File: src/rtl/synchronous_multichannel_fifo_pkg.sv
// rtl/synchronous_multichannel_fifo_pkg.sv - width helpers shared by the multichannel FIFO controller
// Optional thresholds: SYNCHRONOUS_MULTICHANNEL_FIFO_CONTROLLER_THRESHOLDS_EN (used by the top)
package synchronous_multichannel_fifo_pkg;

   // Per-channel index width; DEPTH need not be a power of two
   function automatic int depth_log2(input int depth);
      return $clog2(depth);
   endfunction

   // Level counts 0..DEPTH inclusive, so one bit wider than the index
   function automatic int level_width(input int depth);
      return $clog2(depth) + 1;
   endfunction

   // Channels are laid out back to back: address = channel*DEPTH + index
   function automatic int address_width(input int channels, input int depth);
      return $clog2(channels * depth);
   endfunction

endpackage

File: src/rtl/fifo_channel_pointers.sv
// rtl/fifo_channel_pointers.sv - one channel's write/read pointer pair with lap bits and level
module fifo_channel_pointers
   import synchronous_multichannel_fifo_pkg::*;
#(
   parameter int DEPTH = 4,
   localparam int DEPTH_LOG2 = depth_log2(DEPTH),
   localparam int LEVEL_WIDTH = level_width(DEPTH)
) (
   input  logic                   clock,
   input  logic                   resetn,
   input  logic                   flush,
   input  logic                   write_advance,
   input  logic                   read_advance,
   output logic [DEPTH_LOG2-1:0]  wr_index,
   output logic [DEPTH_LOG2-1:0]  rd_index,
   output logic [LEVEL_WIDTH-1:0] level,
   output logic                   empty,
   output logic                   full,
   output logic                   almost_full
);

   localparam logic [DEPTH_LOG2-1:0]  LAST_INDEX   = DEPTH_LOG2'(DEPTH - 1);
   localparam logic [DEPTH_LOG2-1:0]  INDEX_ONE    = DEPTH_LOG2'(1);
   localparam logic [LEVEL_WIDTH-1:0] DEPTH_LEVEL  = LEVEL_WIDTH'(DEPTH);
   localparam logic [LEVEL_WIDTH-1:0] ALMOST_LEVEL = LEVEL_WIDTH'(DEPTH - 1);

   logic [DEPTH_LOG2-1:0] wr_idx_q, wr_idx_d;
   logic [DEPTH_LOG2-1:0] rd_idx_q, rd_idx_d;
   logic                  wr_lap_q, wr_lap_d;
   logic                  rd_lap_q, rd_lap_d;

   always_comb begin
      wr_idx_d = wr_idx_q;
      wr_lap_d = wr_lap_q;
      rd_idx_d = rd_idx_q;
      rd_lap_d = rd_lap_q;
      if (flush) begin
         wr_idx_d = '0;
         wr_lap_d = 1'b0;
         rd_idx_d = '0;
         rd_lap_d = 1'b0;
      end else begin
         if (write_advance) begin
            if (wr_idx_q == LAST_INDEX) begin
               wr_idx_d = '0;
               wr_lap_d = ~wr_lap_q;
            end else begin
               wr_idx_d = wr_idx_q + INDEX_ONE;
            end
         end
         if (read_advance) begin
            if (rd_idx_q == LAST_INDEX) begin
               rd_idx_d = '0;
               rd_lap_d = ~rd_lap_q;
            end else begin
               rd_idx_d = rd_idx_q + INDEX_ONE;
            end
         end
      end
   end

   always_ff @(posedge clock or negedge resetn) begin
      if (!resetn) begin
         wr_idx_q <= '0;
         wr_lap_q <= 1'b0;
         rd_idx_q <= '0;
         rd_lap_q <= 1'b0;
      end else begin
         wr_idx_q <= wr_idx_d;
         wr_lap_q <= wr_lap_d;
         rd_idx_q <= rd_idx_d;
         rd_lap_q <= rd_lap_d;
      end
   end

   // Differing laps mean the writer is one full pass ahead of the reader
   assign level       = ((wr_lap_q != rd_lap_q) ? DEPTH_LEVEL : '0)
                      + LEVEL_WIDTH'(wr_idx_q) - LEVEL_WIDTH'(rd_idx_q);
   assign wr_index    = wr_idx_q;
   assign rd_index    = rd_idx_q;
   assign empty       = (level == '0);
   assign full        = (level == DEPTH_LEVEL);
   assign almost_full = (level == ALMOST_LEVEL);

endmodule

File: src/rtl/synchronous_multichannel_fifo_controller.sv
// rtl/synchronous_multichannel_fifo_controller.sv - N show-ahead FIFOs sharing one external memory
// Optional thresholds: SYNCHRONOUS_MULTICHANNEL_FIFO_CONTROLLER_THRESHOLDS_EN
module synchronous_multichannel_fifo_controller
   import synchronous_multichannel_fifo_pkg::*;
#(
   parameter int WIDTH    = 8,
   parameter int DEPTH    = 4,
   parameter int CHANNELS = 4,
   localparam int DEPTH_LOG2    = depth_log2(DEPTH),
   localparam int CHANNELS_LOG2 = $clog2(CHANNELS),
   localparam int ADDRESS_WIDTH = address_width(CHANNELS, DEPTH),
   localparam int LEVEL_WIDTH   = level_width(DEPTH)
) (
   input  logic                            clock,
   input  logic                            resetn,
   input  logic [CHANNELS-1:0]             flush,
   input  logic                            write_enable,
   input  logic [CHANNELS_LOG2-1:0]        write_channel,
   input  logic [WIDTH-1:0]                write_data,
   input  logic                            read_enable,
   input  logic [CHANNELS_LOG2-1:0]        read_channel,
   output logic [WIDTH-1:0]                read_data,
   output logic [CHANNELS-1:0]             empty,
   output logic [CHANNELS-1:0]             full,
   output logic [CHANNELS-1:0]             almost_full,
   output logic                            write_miss,
   output logic                            read_error,
   output logic [CHANNELS*LEVEL_WIDTH-1:0] level,
   output logic                            memory_clock,
   output logic                            memory_write_enable,
   output logic [ADDRESS_WIDTH-1:0]        memory_write_address,
   output logic [WIDTH-1:0]                memory_write_data,
   output logic                            memory_read_enable,
   output logic [ADDRESS_WIDTH-1:0]        memory_read_address,
   input  logic [WIDTH-1:0]                memory_read_data
`ifdef SYNCHRONOUS_MULTICHANNEL_FIFO_CONTROLLER_THRESHOLDS_EN
   ,
   input  logic [LEVEL_WIDTH-1:0]          lower_threshold_level,
   input  logic [LEVEL_WIDTH-1:0]          upper_threshold_level,
   output logic [CHANNELS-1:0]             lower_threshold_status,
   output logic [CHANNELS-1:0]             upper_threshold_status
`endif
);

   localparam logic [ADDRESS_WIDTH-1:0] CHANNEL_STRIDE = ADDRESS_WIDTH'(DEPTH);

   logic [DEPTH_LOG2-1:0] wr_index [CHANNELS];
   logic [DEPTH_LOG2-1:0] rd_index [CHANNELS];
   logic [CHANNELS-1:0]   write_advance;
   logic [CHANNELS-1:0]   read_advance;
   logic                  write_perform;
   logic                  read_perform;
   logic                  write_miss_q, write_miss_d;
   logic                  read_error_q, read_error_d;

   // Flush on the addressed channel swallows the access silently (no miss/error)
   always_comb begin
      write_perform = write_enable && !full[write_channel] && !flush[write_channel];
      read_perform  = read_enable && !empty[read_channel] && !flush[read_channel];
      write_miss_d  = write_enable && full[write_channel] && !flush[write_channel];
      read_error_d  = read_enable && empty[read_channel] && !flush[read_channel];
   end

   always_ff @(posedge clock or negedge resetn) begin
      if (!resetn) begin
         write_miss_q <= 1'b0;
         read_error_q <= 1'b0;
      end else begin
         write_miss_q <= write_miss_d;
         read_error_q <= read_error_d;
      end
   end

   genvar c;
   generate
      for (c = 0; c < CHANNELS; c++) begin : g_channel
         assign write_advance[c] = write_perform && (write_channel == CHANNELS_LOG2'(c));
         assign read_advance[c]  = read_perform && (read_channel == CHANNELS_LOG2'(c));

         fifo_channel_pointers #(
            .DEPTH (DEPTH)
         ) u_pointers (
            .clock         (clock),
            .resetn        (resetn),
            .flush         (flush[c]),
            .write_advance (write_advance[c]),
            .read_advance  (read_advance[c]),
            .wr_index      (wr_index[c]),
            .rd_index      (rd_index[c]),
            .level         (level[c*LEVEL_WIDTH +: LEVEL_WIDTH]),
            .empty         (empty[c]),
            .full          (full[c]),
            .almost_full   (almost_full[c])
         );

`ifdef SYNCHRONOUS_MULTICHANNEL_FIFO_CONTROLLER_THRESHOLDS_EN
         assign lower_threshold_status[c] = (level[c*LEVEL_WIDTH +: LEVEL_WIDTH] <= lower_threshold_level);
         assign upper_threshold_status[c] = (level[c*LEVEL_WIDTH +: LEVEL_WIDTH] >= upper_threshold_level);
`endif
      end
   endgenerate

   // Write strobe is held low while reset is asserted even if write_enable is high
   assign memory_clock         = clock;
   assign memory_write_enable  = write_perform && resetn;
   assign memory_write_address = ADDRESS_WIDTH'(write_channel) * CHANNEL_STRIDE
                               + ADDRESS_WIDTH'(wr_index[write_channel]);
   assign memory_write_data    = write_data;

   // Show-ahead: the head of the selected channel is always presented
   assign memory_read_enable   = !empty[read_channel];
   assign memory_read_address  = ADDRESS_WIDTH'(read_channel) * CHANNEL_STRIDE
                               + ADDRESS_WIDTH'(rd_index[read_channel]);
   assign read_data            = memory_read_data;

   assign write_miss           = write_miss_q;
   assign read_error           = read_error_q;

endmodule

File: config.mk
export PLATFORM = sky130hd
export DESIGN_NAME = synchronous_multichannel_fifo_controller
export DESIGN_NICKNAME = d
export VERILOG_FILES = /design/src/rtl/synchronous_multichannel_fifo_pkg.sv /design/src/rtl/fifo_channel_pointers.sv /design/src/rtl/synchronous_multichannel_fifo_controller.sv
export SDC_FILE = /design/constraint.sdc
export NUM_CORES = 1
export LEC_CHECK = 0
export ABC_CLOCK_PERIOD_IN_PS = 2300
export CAP_MARGIN = 25
export CORE_ASPECT_RATIO = 1.2
export CORE_MARGIN = 2
export CORE_UTILIZATION = 42
export CTS_BUF_LIST = sky130_fd_sc_hd__clkbuf_2 sky130_fd_sc_hd__clkbuf_4 sky130_fd_sc_hd__clkbuf_8
export DETAILED_ROUTE_END_ITERATION = 10
export GPL_TIMING_DRIVEN = 0
export PLACE_DENSITY = 0.81
export SYNTH_ARGS = -nofsm -noshare
export SYNTH_HDL_FRONTEND = slang
export SYNTH_SLANG_ARGS = --single-unit
File: constraint.sdc
create_clock -name clock -period 2.3 [get_ports clock]
set_clock_uncertainty 0.15 [all_clocks]
set_input_delay 0.345 -clock clock [delete_from_list [all_inputs] [get_ports clock]]
set_output_delay 0.345 -clock clock [all_outputs]
set_load 0.01 [all_outputs]
; ---- Word level (Yosys, flattened, before mapping)
; Cells that the tools add are included.
[word_totals]
register_bits = 26
inputBits = 28
wordCells = 193
out_inout_bits = 53
[op_classes]
n_lt_le_gt_ge = 4
add_sub_neg = 18
reduce_logical = 51
bitwise = 10
muxes = 66
eq_ne = 26
[ops]
columns = operator, n
row1 = two-way mux 2 bit, 28
row2 = nonzero test 2 bit, 16
row3 = two-way mux 1 bit, 28
row4 = == test 2 bit (second input constant), 12
row5 = logical AND 1 bit, 17
row6 = adder 2 x 1 -> 2 bit (second input constant), 8
row7 = AND reduction 2 bit, 8
row8 = adder 3 x 2 -> 3 bit, 4
row9 = == test 3 x 2 -> 1 bit (second input constant), 4
row10 = == test 3 bit (second input constant), 4
row11 = logical NOT 3 bit, 4
row12 = two-way mux 3 bit, 4
row13 = subtractor 3 x 2 -> 3 bit, 4
row14 = adder 4 x 2 -> 4 bit, 2
row15 = binary-select mux 1 bit (select 2 bit), 4
row16 = binary-select mux 2 bit (select 2 bit), 2
row17 = inverter 1 bit, 8
row18 = greater-or-equal comparator 3 bit (second input constant), 2
row19 = less-than comparator 2 x 3 -> 1 bit (second input constant), 2
row20 = inverter 2 -> 3 bit, 2
row21 = == test 2 x 1 -> 1 bit (second input constant), 2
row22 = logical NOT 1 bit, 4
row23 = logical NOT 2 bit, 2
row24 = != test 1 bit, 4

; ---- Depth between registers and ports, before layout
; Gate-level depths: netlist of run 1.
[logic_depth]
ltp_word = 13
ltp_mapped = 8
ltp_nobuf = 8

; ---- Modules after synthesis
; A second synthesis of run 1 with hierarchy kept.
[hier_totals]
hier_cells = 195
hier_area_um2 = 2099.5
[modules_own_cells]
columns = module, seq_area_each_um2, area_each_um2, n_inst, cells_per_inst
row1 = fifo_channel_pointers, 150.1, 391.6, 4, 35
row2 = synchronous_multichannel_fifo_controller, 50.0, 533.0, 1, 55

==> results of run 1 <==
per-stage QoR:
step | setup WS (ps) | instance area (µm²) | utilization [%] | power [µW] | instances
detailed placement | -721.8 | 2924 | 55.96 | 882.8 | 358
finish | -623.3 | 3817 | 73.06 | 1461 | 416
CTS | -603.6 | 3531 | 67.58 | 1386 | 403
floorplan | -15.12 | 2238 | - | 703.3 | 237
global route | -681.2 | 3817 | 73.06 | 1517 | 416
global placement | -843.6 | 2897 | 55.44 | 873.1 | 357
critical path, stage by stage (launching register included):
cell	delay [ps]
sky130_fd_sc_hd__dfrtp_1	400
sky130_fd_sc_hd__inv_2	70
sky130_fd_sc_hd__ha_4	150
sky130_fd_sc_hd__fa_2	580
sky130_fd_sc_hd__nand2_2	140
sky130_fd_sc_hd__nor2_4	170
sky130_fd_sc_hd__mux2i_4	110
sky130_fd_sc_hd__a32o_2	270
sky130_fd_sc_hd__buf_6	120
registers in the layout (all words and copies together) (netlist names):
name,count
write_miss,1
g_channel.u_pointers.wr_lap_q,4
g_channel.u_pointers.wr_index,8
g_channel.u_pointers.rd_lap_q,4
read_error,1
g_channel.u_pointers.rd_index,8
final timing paths:
path | startpoint | end | slack [ps] | cells after the start
max | g_channel[1].u_pointers.wr_index[0] | memory_write_enable | -620 | 8
max reg2reg | g_channel[1].u_pointers.wr_index[0] | g_channel[1].u_pointers.wr_lap_q | -300 | 13
max in group asynchronous | resetn | g_channel[0].u_pointers.rd_index[1] | 1290 | 2
min reg2reg | g_channel[0].u_pointers.rd_lap_q | g_channel[0].u_pointers.rd_lap_q | 370 | 1
min in group asynchronous | resetn | g_channel[2].u_pointers.rd_lap_q | 190 | 1
min | flush[0] | g_channel[0].u_pointers.wr_index[0] | 180 | 2
logic make-up after synthesis:
logic type,Yosys count
buf+inv,65
mux,20
compound gates,28
flops,26
fa+ha+maj,16
xor+xnor,7
simple gates,75
layout by cell type (no fill, tap or decap), types with 6 or more instances in the layout:
cell type / count
sky130_fd_sc_hd__buf_4: 52
sky130_fd_sc_hd__buf_6: 51
sky130_fd_sc_hd__clkdlybuf4s50_1: 29
sky130_fd_sc_hd__dfrtp_1: 24
sky130_fd_sc_hd__nor2_1: 23
sky130_fd_sc_hd__inv_1: 13
sky130_fd_sc_hd__mux2i_1: 12
sky130_fd_sc_hd__inv_2: 8
sky130_fd_sc_hd__ha_1: 8
sky130_fd_sc_hd__nand2_1: 7
sky130_fd_sc_hd__clkbuf_8: 7
sky130_fd_sc_hd__dlygate4sd2_1: 7
sky130_fd_sc_hd__clkbuf_1: 6
synthesized netlist by cell type, types with 3 or more instances:
master,number
sky130_fd_sc_hd__mux2i_1,13
sky130_fd_sc_hd__clkbuf_1,6
sky130_fd_sc_hd__nor2_1,28
sky130_fd_sc_hd__fa_1,4
sky130_fd_sc_hd__dfrtp_1,26
sky130_fd_sc_hd__mux4_2,4
sky130_fd_sc_hd__nand2_1,11
sky130_fd_sc_hd__buf_4,33
sky130_fd_sc_hd__nor3_1,9
sky130_fd_sc_hd__a21oi_1,7
sky130_fd_sc_hd__o31ai_1,4
sky130_fd_sc_hd__nand2b_1,3
sky130_fd_sc_hd__nand3_1,4
sky130_fd_sc_hd__mux2_2,3
sky130_fd_sc_hd__ha_1,12
sky130_fd_sc_hd__nor2b_1,6
sky130_fd_sc_hd__nand3b_1,4
sky130_fd_sc_hd__inv_1,23
cell type report:
type                    count  area, µm²  area share [%]
well taps                  62      77.57           2.032
repair buffers            115       1151           30.15
inverters                  24      102.6           2.688
clock buffers               8      105.1           2.753
multi-input cells         146       1483           38.84
plain buffers              35      245.2           6.424
flip-flops and latches     26      653.1           17.11
power by group through the flow:
stage          combinational [µW]  sequential, µW  clock [µW]
4_1_cts                       404             471         511
6_report                      470             472         519
5_1_grt                       496             473         548
3_5_place_dp                  331             483        68.3
2_1_floorplan                 186             481        35.8
3_3_place_gp                  322             483        68.3
routing by layer:
metal / track usage [%] / vias up / routed length [µm] / part of all wire [%]
met4: 14.75 / 0 / 574 / 7.1
met5: 0 / - / 0 / 0
met1: 27.08 / 1176 / 3000 / 37
met3: 5.193 / 40 / 431 / 5.3
li1: - / 1013 / - / -
met2: 39.71 / 104 / 4082 / 50
timing repair:
item                       4_1_cts  5_1_grt
buffers inserted                41       18
resized for setup              166       55
pin swaps                       18       20
setup endpoints to repair       38       42
cloned                           0        0
==> reports/qor.json, run 1 <==
{
  "run_status": "finished, violations left",
  "violations": "setup timing",
  "std_cell_rows": 29,
  "fin_nets": 399,
  "core-area_um2": 5225,
  "grt_overflow": 0,
  "setup-violations-final": 33,
  "hp-class": "input port to flop",
  "critical_path.endpoint_type": "primary output",
  "clock_power_share_pct": 35.5,
  "yosys-mux-area-fraction_pct": 11.37,
  "fp.dieH_um": 83.88,
  "dr_total_vias": 2333,
  "drt_pre_antenna_iters": 4,
  "rsz0062_at_grt": "true",
  "drt-total-wl_mm": 8.089,
  "gr-usage-all-layers_pct": 23.69,
  "layout_setup_ws_ps": -623.3,
  "worst-path-max-fanout": 4,
  "synth_area_per_cell_um2": 9.424,
  "peakVddDrop_mv": 0.3398,
  "total_inserted_antenna_cells": 0,
  "area_delta_synth_final_pct": 70.92,
  "netlist.area_leader.share_pct": 29.13,
  "drt_iter0_markers": 100,
  "floorplan.die_area_um2": 5919,
  "post-dp-hpwl_mm": 4.054,
  "route.detailed.drc": 0,
  "pin_count_of_the_biggest_net_entering_global_routing": 19,
  "post_synth_xor_area_fraction_pct": 5.434,
  "critical_path_required_ps": 1800,
  "fin_crit_sh_pct": 127.1,
  "max_slew.worst_pin.slew_ps": 662.9,
  "power.switching_uw": 449.7,
  "cts.reportedPaths.clkPinSlew_ps": 100,
  "drt-vias-per-instance": 5.608,
  "hold_ws_ps": 184.2,
  "synth.net_count": 281,
  "slew_viol_final": 0,
  "yosys_warnings": 0,
  "total_leakage_power_uw": 0.001833,
  "peak_clock_frequency_supported_by_timing_ghz": 0.3421,
  "drv.max_cap_violation_count": 0,
  "postSynthRegisterBits": 26,
  "route.detailed.wl_per_inst_um": 19.44,
  "rel_slew_slack_pct": 55.67,
  "netlist.top_cell.by_area": "sky130_fd_sc_hd__dfrtp_1",
  "fin_tns_setup_ps": -8513,
  "synth_cells": 237,
  "start_kind": "flop",
  "pwr-share-seq_pct": 32.3,
  "floorplan.io_pins": 81,
  "layout.filler_cells": 356,
  "cts_tree": "built",
  "synthArstFlopShare_pct": 100.0,
  "pwr_density_cell_nw_per_um2": 382.7,
  "syn_area_um2": 2233,
  "netlist-cell-type-count": 49,
  "final_layout_size_suffix_gt1_share_pct": 51.41,
  "clock_latency_ps": 400,
  "power.share.switching_pct": 30.78,
  "postCtsHoldBufs": 0,
  "synthSimpleGateAreaFrac_pct": 16.41,
  "synth_fa_ha_area_share_pct": 10.31,
  "floorplan.initialDensity_pct": 42.74,
  "final_hold_viol_count": 0,
  "power_frac_comb_pct": 32.2,
  "routabilityCongestion": 0.8415,
  "port_buffers": 58,
  "antenna_found_initial": 0,
  "internal_power_uw": 1011,
  "dieWidth_um": 70.57,
  "largest_family_of_logic_cells_by_synthesized_area": "buffers and inverters",
  "synth_sequential_area_ratio_pct": 29.13,
  "synth-main-ff-cell": "sky130_fd_sc_hd__dfrtp_1",
  "number_of_antenna_violating_nets_in_the_routed_design": 0,
  "final.min_clock_period_ps": 2923,
  "grt_pass1_vias": 2260,
  "synthesized_area_fraction_occupied_by_ao_oa_aoi_and_oai_cells_pct": 10.64,
  "worstPathArrival_ps": 2430,
  "synth-edff-count": 0,
  "timing.setup.critical_path_class": "flop to primary output",
  "first_pass_grt_wire_length_mm": 10.97,
  "yosys-top-cells-area": "sky130_fd_sc_hd__dfrtp_1 (29%), sky130_fd_sc_hd__buf_4 (11%), sky130_fd_sc_hd__ha_1 (6.7%)"
}
Note: power is estimated with default switching activity, not from simulation.
==> run 2, diff against run 1 <==
- CAP_MARGIN: 25 -> default
- CORE_MARGIN: 2 -> default
- PLACE_DENSITY: 0.81 -> 0.76
==> run 2 against run 1 <==
Effect of this change:
- the run still ends with setup timing left
- register-to-register slack improved by 110 ps
- routed wire length fell by 15%
- sequential power barely moved
- worst setup slack improved by 34 ps
- die area fell by 5.2%
- critical path depth rose by 1
- largest power group is now registers
- highest routed layer unchanged
==> reports/qor.json, run 2 (synthesis gave the netlist of run 1 again) <==
{
  "port_buffers": {"value": 58, "change": "unchanged"},
  "core-area": {"value": 5010, "unit": "µm²", "change": "was 5225 µm²"},
  "layout.filler_cells": {"value": 337, "change": "was 356"},
  "pwr_density_cell": {"value": 383.3, "unit": "nW/µm²", "change": "was 382.7 nW/µm²"},
  "drt-vias-per-instance": {"value": 5.358, "change": "was 5.608"},
  "critical_path_buffer_and_inverter_count": {"value": 3, "change": "was 2"},
  "final_util": {"value": 73.33, "unit": "%", "change": "was 73.06%"},
  "total_inserted_antenna_cells": {"value": 0, "change": "unchanged"},
  "start_kind": {"value": "flop", "change": "unchanged"},
  "worst-path-max-fanout": {"value": 2, "change": "was 4"},
  "drt_iter0_markers": {"value": 106, "change": "was 100"},
  "critical_path_required": {"value": 1800, "unit": "ps", "change": "about the same"},
  "rsz0062_at_grt": {"value": "true", "change": "unchanged"},
  "path_cells": {"value": "inv_1 -> ha_2 -> fa_2 -> xnor3_2 -> buf_6 -> nor2_4 -> mux2i_2 -> a32o_2 -> buf_6", "change": "was inv_2 -> ha_4 -> fa_2 -> nand2_2 -> nor2_4 -> mux2i_4 -> a32o_2 -> buf_6"},
  "pin_count_of_the_biggest_net_entering_global_routing": {"value": 29, "change": "was 19"},
  "placement.setup.worst_slack": {"value": -945.3, "unit": "ps", "change": "was -721.8 ps"},
  "final.min_clock_period": {"value": 2890, "unit": "ps", "change": "was 2923 ps"},
  "std_cell_rows": {"value": 28, "change": "was 29"},
  "routabilityCongestion": {"value": 0.8451, "change": "was 0.8415"},
  "route.detailed.wl_per_inst": {"value": 17.02, "unit": "µm", "change": "was 19.44 µm"},
  "dr_total_vias": {"value": 2170, "change": "was 2333"},
  "layout.cell_area.non_filler": {"value": 3674, "unit": "µm²", "change": "was 3817 µm²"},
  "drt_pre_antenna_iters": {"value": 4, "change": "unchanged"},
  "hold_ws": {"value": 176.5, "unit": "ps", "change": "was 184.2 ps"},
  "post-dp-hpwl": {"value": 3.987, "unit": "mm", "change": "was 4.054 mm"},
  "worstPathArrival": {"value": 2390, "unit": "ps", "change": "was 2430 ps"},
  "post_dp_cell_area": {"value": 2894, "unit": "µm²", "change": "was 2924 µm²"},
  "layout_setup_ws": {"value": -589.7, "unit": "ps", "change": "was -623.3 ps"},
  "final_cell_mix": {"value": "sky130_fd_sc_hd__buf_4 (47), sky130_fd_sc_hd__buf_6 (46), sky130_fd_sc_hd__clkdlybuf4s50_1 (28)", "change": "was sky130_fd_sc_hd__buf_4 (52), sky130_fd_sc_hd__buf_6 (51), sky130_fd_sc_hd__clkdlybuf4s50_1 (29)"},
  "drt-total-wl": {"value": 6.894, "unit": "mm", "change": "was 8.089 mm"},
  "critical-path-top-cell-by-count": "sky130_fd_sc_hd__buf_6",
  "final_hold_viol_count": {"value": 0, "change": "unchanged"},
  "hp-class": {"value": "input port to flop", "change": "unchanged"},
  "floorplan.initialDensity": {"value": 44.58, "unit": "%", "change": "was 42.74%"},
  "fin_crit_sh": {"value": 125.6, "unit": "%", "change": "was 127.1%"},
  "rel_slew_slack": {"value": 63.03, "unit": "%", "change": "was 55.67%"},
  "first_pass_grt_wire_length": {"value": 9.563, "unit": "mm", "change": "was 10.97 mm"},
  "run_status": {"value": "finished, violations left", "change": "unchanged"},
  "critical_path.endpoint_type": {"value": "primary output", "change": "unchanged"},
  "fp.dieH": {"value": 81.88, "unit": "µm", "change": "was 83.88 µm"},
  "worst_path_largest_cell_delay": {"value": 380, "unit": "ps", "change": "was 580 ps"},
  "peakVddDrop": {"value": 0.3380, "unit": "mV", "change": "was 0.3398 mV"},
  "mostFrequentLayoutCell": {"value": "sky130_fd_sc_hd__buf_4", "change": "unchanged"},
  "setup-violations-final": {"value": 30, "change": "was 33"},
  "slew_viol_final": {"value": 0, "change": "unchanged"},
  "gr-usage-all-layers": {"value": 23.72, "unit": "%", "change": "was 23.69%"},
  "timing.setup.critical_path_class": {"value": "flop to primary output", "change": "unchanged"},
  "floorplan.io_pins": {"value": 81, "change": "unchanged"},
  "fin_nets": {"value": 391, "change": "was 399"},
  "number_of_antenna_violating_nets_in_the_routed_design": {"value": 0, "change": "unchanged"},
  "max_slew.worst_pin.slew": {"value": 554.5, "unit": "ps", "change": "was 662.9 ps"},
  "route.detailed.drc": {"value": 0, "change": "unchanged"},
  "violations": {"value": "setup timing", "change": "unchanged"},
  "dieWidth": {"value": 68.57, "unit": "µm", "change": "was 70.57 µm"},
  "final_layout_size_suffix_gt1_share": {"value": 49.28, "unit": "%", "change": "was 51.41%"},
  "cts_tree": {"value": "built", "change": "unchanged"},
  "grt_pass1_vias": {"value": 2006, "change": "was 2260"},
  "critPathTopFamily": {"value": "adder cells", "change": "unchanged"},
  "antenna_found_initial": {"value": 0, "change": "unchanged"},
  "cts.reportedPaths.clkPinSlew": {"value": 100, "unit": "ps", "change": "about the same"},
  "clock_latency": {"value": 390, "unit": "ps", "change": "was 400 ps"},
  "drv.max_cap_violation_count": {"value": 0, "change": "unchanged"},
  "total_leakage_power": {"value": 0.001797, "unit": "µW", "change": "was 0.001833 µW"},
  "area_delta_synth_final": {"value": 64.48, "unit": "%", "change": "was 70.92%"},
  "grt_overflow": {"value": 0, "change": "unchanged"},
  "floorplan.die_area": {"value": 5615, "unit": "µm²", "change": "was 5919 µm²"},
  "master_of_the_slowest_instance_on_the_critical_path": {"value": "sky130_fd_sc_hd__dfrtp_1", "change": "was sky130_fd_sc_hd__fa_2"},
  "peak_clock_frequency_supported_by_timing": {"value": 0.3461, "unit": "GHz", "change": "was 0.3421 GHz"}
}
[run 2: changes by cell type in the layout (fill, tap and decap cells not counted), moves of 3 or more]
cell,delta
sky130_fd_sc_hd__buf_4,-5
sky130_fd_sc_hd__buf_6,-5
sky130_fd_sc_hd__buf_2,+3
sky130_fd_sc_hd__dlygate4sd2_1,-3
[run 2: final cells by class]
| type | count | area, µm² | area share [%] |
|---|---|---|---|
| Buffer | 31 | 215.2 | 5.858 |
| Clock buffer | 7 | 91.34 | 2.486 |
| Inverter | 24 | 110.1 | 2.997 |
| Multi-Input combinational cell | 146 | 1435 | 39.07 |
| Sequential cell | 26 | 651.9 | 17.75 |
| Tap cell | 60 | 75.07 | 2.044 |
| Timing Repair Buffer | 111 | 1095 | 29.80 |
[run 2: per-layer routing]
layer | GRT usage [%] | part of all wire (%) | up-vias
li1 | - | - | 995
met1 | 27.47 | 36 | 1069
met2 | 41.18 | 54 | 87
met3 | 2.917 | 5.8 | 19
met4 | 13.54 | 3.7 | 0
met5 | 0 | 0 | -
[run 2: timing repair]
item / CTS / global route
endpoints found under the hold margin: 0 / 26
hold buffers: 0 / 2
setup buffers: 38 / 21
endpoints found under the setup margin: 39 / 46
resized for setup: 167 / 55
pin swaps: 18 / 19
[run 2: metrics by stage]
step           setup TNS, ps  power (µW)  cells
2_1_floorplan         -15.12       703.3    237
3_3_place_gp           -7499       873.9    355
3_5_place_dp           -7767       879.2    355
4_1_cts                -6557        1350    392
5_1_grt                -8832        1473    405
6_report               -6340        1408    405
[run 2: final timing paths]
check                                                          from                             endpoint  slack (ps)  cells past startpoint
max in group asynchronous                                    resetn  g_channel[3].u_pointers.wr_index[1]        1500                      3
worst min-delay path                                       flush[3]  g_channel[3].u_pointers.rd_index[0]         180                      2
worst max register to register  g_channel[1].u_pointers.wr_index[0]     g_channel[1].u_pointers.wr_lap_q        -190                     10
worst min register to register     g_channel[2].u_pointers.rd_lap_q     g_channel[2].u_pointers.rd_lap_q         350                      1
min in group asynchronous                                    resetn  g_channel[0].u_pointers.wr_index[1]         320                      3
worst max-delay path            g_channel[3].u_pointers.wr_index[0]                  memory_write_enable        -590                      9
[run 2: where the power goes]
group          switching, µW  internal, µW
logic                    216           253
registers               7.05           465
clock network            200           266
==> run 3, diff against run 2 <==
- CORE_MARGIN: default -> 2
==> run 3 against run 2 <==
Effect of this change:
- the flow still finishes with violations (setup timing)
- clock-buffer cell count unchanged
- hold slack lost 9.3 ps
- via count increased by 6.6%
- non-clock buffer count grew 12
- clock power up 1%
- utilization increased by 0.31 points
- global-route usage shrank 0.70 points
- sequential share of layout area shrank 0.77 points
- die area rose by 5.4%
- critical path type unchanged
- highest routed layer unchanged
==> reports/qor.json, run 3 (synthesis gave the netlist of run 1 again) <==
{
  "run_status": {"value": "finished, violations left", "change": "unchanged"},
  "violations": {"value": "setup timing", "change": "unchanged"},
  "worstPathArrival": {"value": 2350, "unit": "ps", "change": "was 2390 ps"},
  "pwr_density_cell": {"value": 378.2, "unit": "nW/µm²", "change": "was 383.3 nW/µm²"},
  "port_buffers": {"value": 58, "change": "unchanged"},
  "floorplan.initialDensity": {"value": 42.74, "unit": "%", "change": "was 44.58%"},
  "peakVddDrop": {"value": 0.3741, "unit": "mV", "change": "was 0.3380 mV"},
  "slew_viol_final": {"value": 0, "change": "unchanged"},
  "core-area": {"value": 5225, "unit": "µm²", "change": "was 5010 µm²"},
  "power.share.switching": {"value": 31.22, "unit": "%", "change": "was 30.09%"},
  "final_hold_viol_count": {"value": 0, "change": "unchanged"},
  "drt_pre_antenna_iters": {"value": 4, "change": "unchanged"},
  "pin_count_of_the_biggest_net_entering_global_routing": {"value": 29, "change": "unchanged"},
  "total_leakage_power": {"value": 0.001838, "unit": "µW", "change": "was 0.001797 µW"},
  "clock_latency": {"value": 390, "unit": "ps", "change": "about the same"},
  "grt_overflow": {"value": 0, "change": "unchanged"},
  "drt-total-wl": {"value": 7.840, "unit": "mm", "change": "was 6.894 mm"},
  "power_frac_comb": {"value": 34.9, "unit": "%", "change": "was 33.3%"},
  "layout.cell_area.non_filler": {"value": 3847, "unit": "µm²", "change": "was 3674 µm²"},
  "timing.setup.critical_path_class": {"value": "flop to primary output", "change": "unchanged"},
  "fin_crit_sh": {"value": 123.5, "unit": "%", "change": "was 125.6%"},
  "clock_power_share": {"value": 32.6, "unit": "%", "change": "was 33.1%"},
  "power.switching": {"value": 454.2, "unit": "µW", "change": "was 423.7 µW"},
  "final_cell_mix": {"value": "sky130_fd_sc_hd__buf_6 (56), sky130_fd_sc_hd__buf_4 (51), sky130_fd_sc_hd__clkdlybuf4s50_1 (30)", "change": "was sky130_fd_sc_hd__buf_4 (47), sky130_fd_sc_hd__buf_6 (46), sky130_fd_sc_hd__clkdlybuf4s50_1 (28)"},
  "gr-usage-all-layers": {"value": 23.01, "unit": "%", "change": "was 23.72%"},
  "number_of_antenna_violating_nets_in_the_routed_design": {"value": 0, "change": "unchanged"},
  "total_inserted_antenna_cells": {"value": 0, "change": "unchanged"},
  "drv.max_cap_violation_count": {"value": 0, "change": "unchanged"},
  "critical_path_required": {"value": 1800, "unit": "ps", "change": "about the same"},
  "std_cell_rows": {"value": 29, "change": "was 28"},
  "post-dp-hpwl": {"value": 4.072, "unit": "mm", "change": "was 3.987 mm"},
  "cts_tree": {"value": "built", "change": "unchanged"},
  "pwr-share-seq": {"value": 32.5, "unit": "%", "change": "was 33.5%"},
  "area_delta_synth_final": {"value": 72.27, "unit": "%", "change": "was 64.48%"},
  "first_pass_grt_wire_length": {"value": 10.51, "unit": "mm", "change": "was 9.563 mm"},
  "rsz0062_at_grt": {"value": "true", "change": "unchanged"},
  "final_layout_size_suffix_gt1_share": {"value": 53.22, "unit": "%", "change": "was 49.28%"},
  "drt_iter0_markers": {"value": 98, "change": "was 106"},
  "floorplan.die_area": {"value": 5919, "unit": "µm²", "change": "was 5615 µm²"},
  "start_kind": {"value": "flop", "change": "unchanged"},
  "fp.dieH": {"value": 83.88, "unit": "µm", "change": "was 81.88 µm"},
  "rel_slew_slack": {"value": 61.15, "unit": "%", "change": "was 63.03%"},
  "antenna_found_initial": {"value": 0, "change": "unchanged"},
  "fin_nets": {"value": 403, "change": "was 391"},
  "setup-violations-final": {"value": 29, "change": "was 30"},
  "post_dp_cell_area": {"value": 2897, "unit": "µm²", "change": "was 2894 µm²"},
  "floorplan.io_pins": {"value": 81, "change": "unchanged"},
  "grt_pass1_vias": {"value": 2156, "change": "was 2006"},
  "dr_total_vias": {"value": 2314, "change": "was 2170"},
  "final.min_clock_period": {"value": 2841, "unit": "ps", "change": "was 2890 ps"},
  "route.detailed.drc": {"value": 0, "change": "unchanged"},
  "routabilityCongestion": {"value": 0.8048, "change": "was 0.8451"},
  "peak_clock_frequency_supported_by_timing": {"value": 0.3519, "unit": "GHz", "change": "was 0.3461 GHz"},
  "dieWidth": {"value": 70.57, "unit": "µm", "change": "was 68.57 µm"},
  "worst-path-max-fanout": {"value": 4, "change": "was 2"},
  "hp-class": {"value": "input port to flop", "change": "unchanged"},
  "layout_setup_ws": {"value": -541.5, "unit": "ps", "change": "was -589.7 ps"},
  "final_util": {"value": 73.64, "unit": "%", "change": "was 73.33%"},
  "cts.reportedPaths.clkPinSlew": {"value": 100, "unit": "ps", "change": "about the same"},
  "critical_path.endpoint_type": {"value": "primary output", "change": "unchanged"},
  "drt-vias-per-instance": {"value": 5.523, "change": "was 5.358"},
  "internal_power": {"value": 1001, "unit": "µW", "change": "was 984.3 µW"},
  "route.detailed.wl_per_inst": {"value": 18.71, "unit": "µm", "change": "was 17.02 µm"},
  "mostFrequentLayoutCell": {"value": "sky130_fd_sc_hd__buf_6", "change": "was sky130_fd_sc_hd__buf_4"},
  "max_slew.worst_pin.slew": {"value": 582.8, "unit": "ps", "change": "was 554.5 ps"}
}
[run 3: final timing paths]
path | start | end | slack, ps | cells past startpoint
worst max-delay path | g_channel[3].u_pointers.wr_index[0] | memory_write_enable | -540 | 8
worst min-delay path | flush[0] | g_channel[0].u_pointers.wr_index[0] | 170 | 2
worst max register to register | g_channel[1].u_pointers.wr_index[0] | g_channel[1].u_pointers.wr_lap_q | -210 | 11
worst min register to register | g_channel[0].u_pointers.rd_lap_q | g_channel[0].u_pointers.rd_lap_q | 340 | 1
max in group asynchronous | resetn | g_channel[1].u_pointers.rd_index[1] | 1500 | 3
min in group asynchronous | resetn | g_channel[1].u_pointers.wr_index[0] | 330 | 3
[run 3: metrics by stage]
step	setup TNS (ps)	power, µW	std cells	setup slack (ps)	hold WS, ps
3_5_place_dp	-8165	878.6	357	-887.7	322.3
2_1_floorplan	-15.12	703.3	237	-15.12	-100.6
5_1_grt	-9300	1517	419	-593.5	179.3
4_1_cts	-6728	1363	397	-607.9	177.2
3_3_place_gp	-7458	874.0	357	-858.4	319.9
6_report	-7045	1455	419	-541.5	167.2
[run 3: power by group through the flow]
stage	registers [µW]	logic [µW]	clock network, µW
2_1_floorplan	481	186	35.8
3_5_place_dp	484	326	68.3
3_3_place_gp	483	323	68.3
5_1_grt	473	536	508
4_1_cts	471	424	468
6_report	472	508	474
[run 3: worst max-delay path, stage by stage, from the launching register on]
cell and delay [ps]:
sky130_fd_sc_hd__dfrtp_1 410, sky130_fd_sc_hd__inv_2 60, sky130_fd_sc_hd__ha_4 150, sky130_fd_sc_hd__fa_2 590, sky130_fd_sc_hd__nand2_4 90, sky130_fd_sc_hd__nor2_4 140, sky130_fd_sc_hd__mux2i_2 100, sky130_fd_sc_hd__a32o_2 290
sky130_fd_sc_hd__buf_6 120
[run 3: per-layer routing]
metal | GRT usage, % | wire (µm)
met1 | 26.80 | 2767
met2 | 39.02 | 4161
met5 | 0 | 0
met3 | 4.348 | 483
met4 | 13.38 | 427
[run 3: layout make-up]
type                    instances  area, µm²
clock buffers                   7      91.34
multi-input cells             146       1498
plain buffers                  31      215.2
flip-flops and latches         26      653.1
repair buffers                123       1207
inverters                      24      105.1
well taps                      62      77.57
fillers                       356       1378
[run 3: repair_timing]
item | 4_1_cts | 5_1_grt
pin swaps | 20 | 29
hold buffers | 0 | 2
gates resized for setup | 182 | 55
endpoints found under the setup margin | 43 | 44
hold endpoints to repair | 0 | 26
setup buffers | 42 | 25
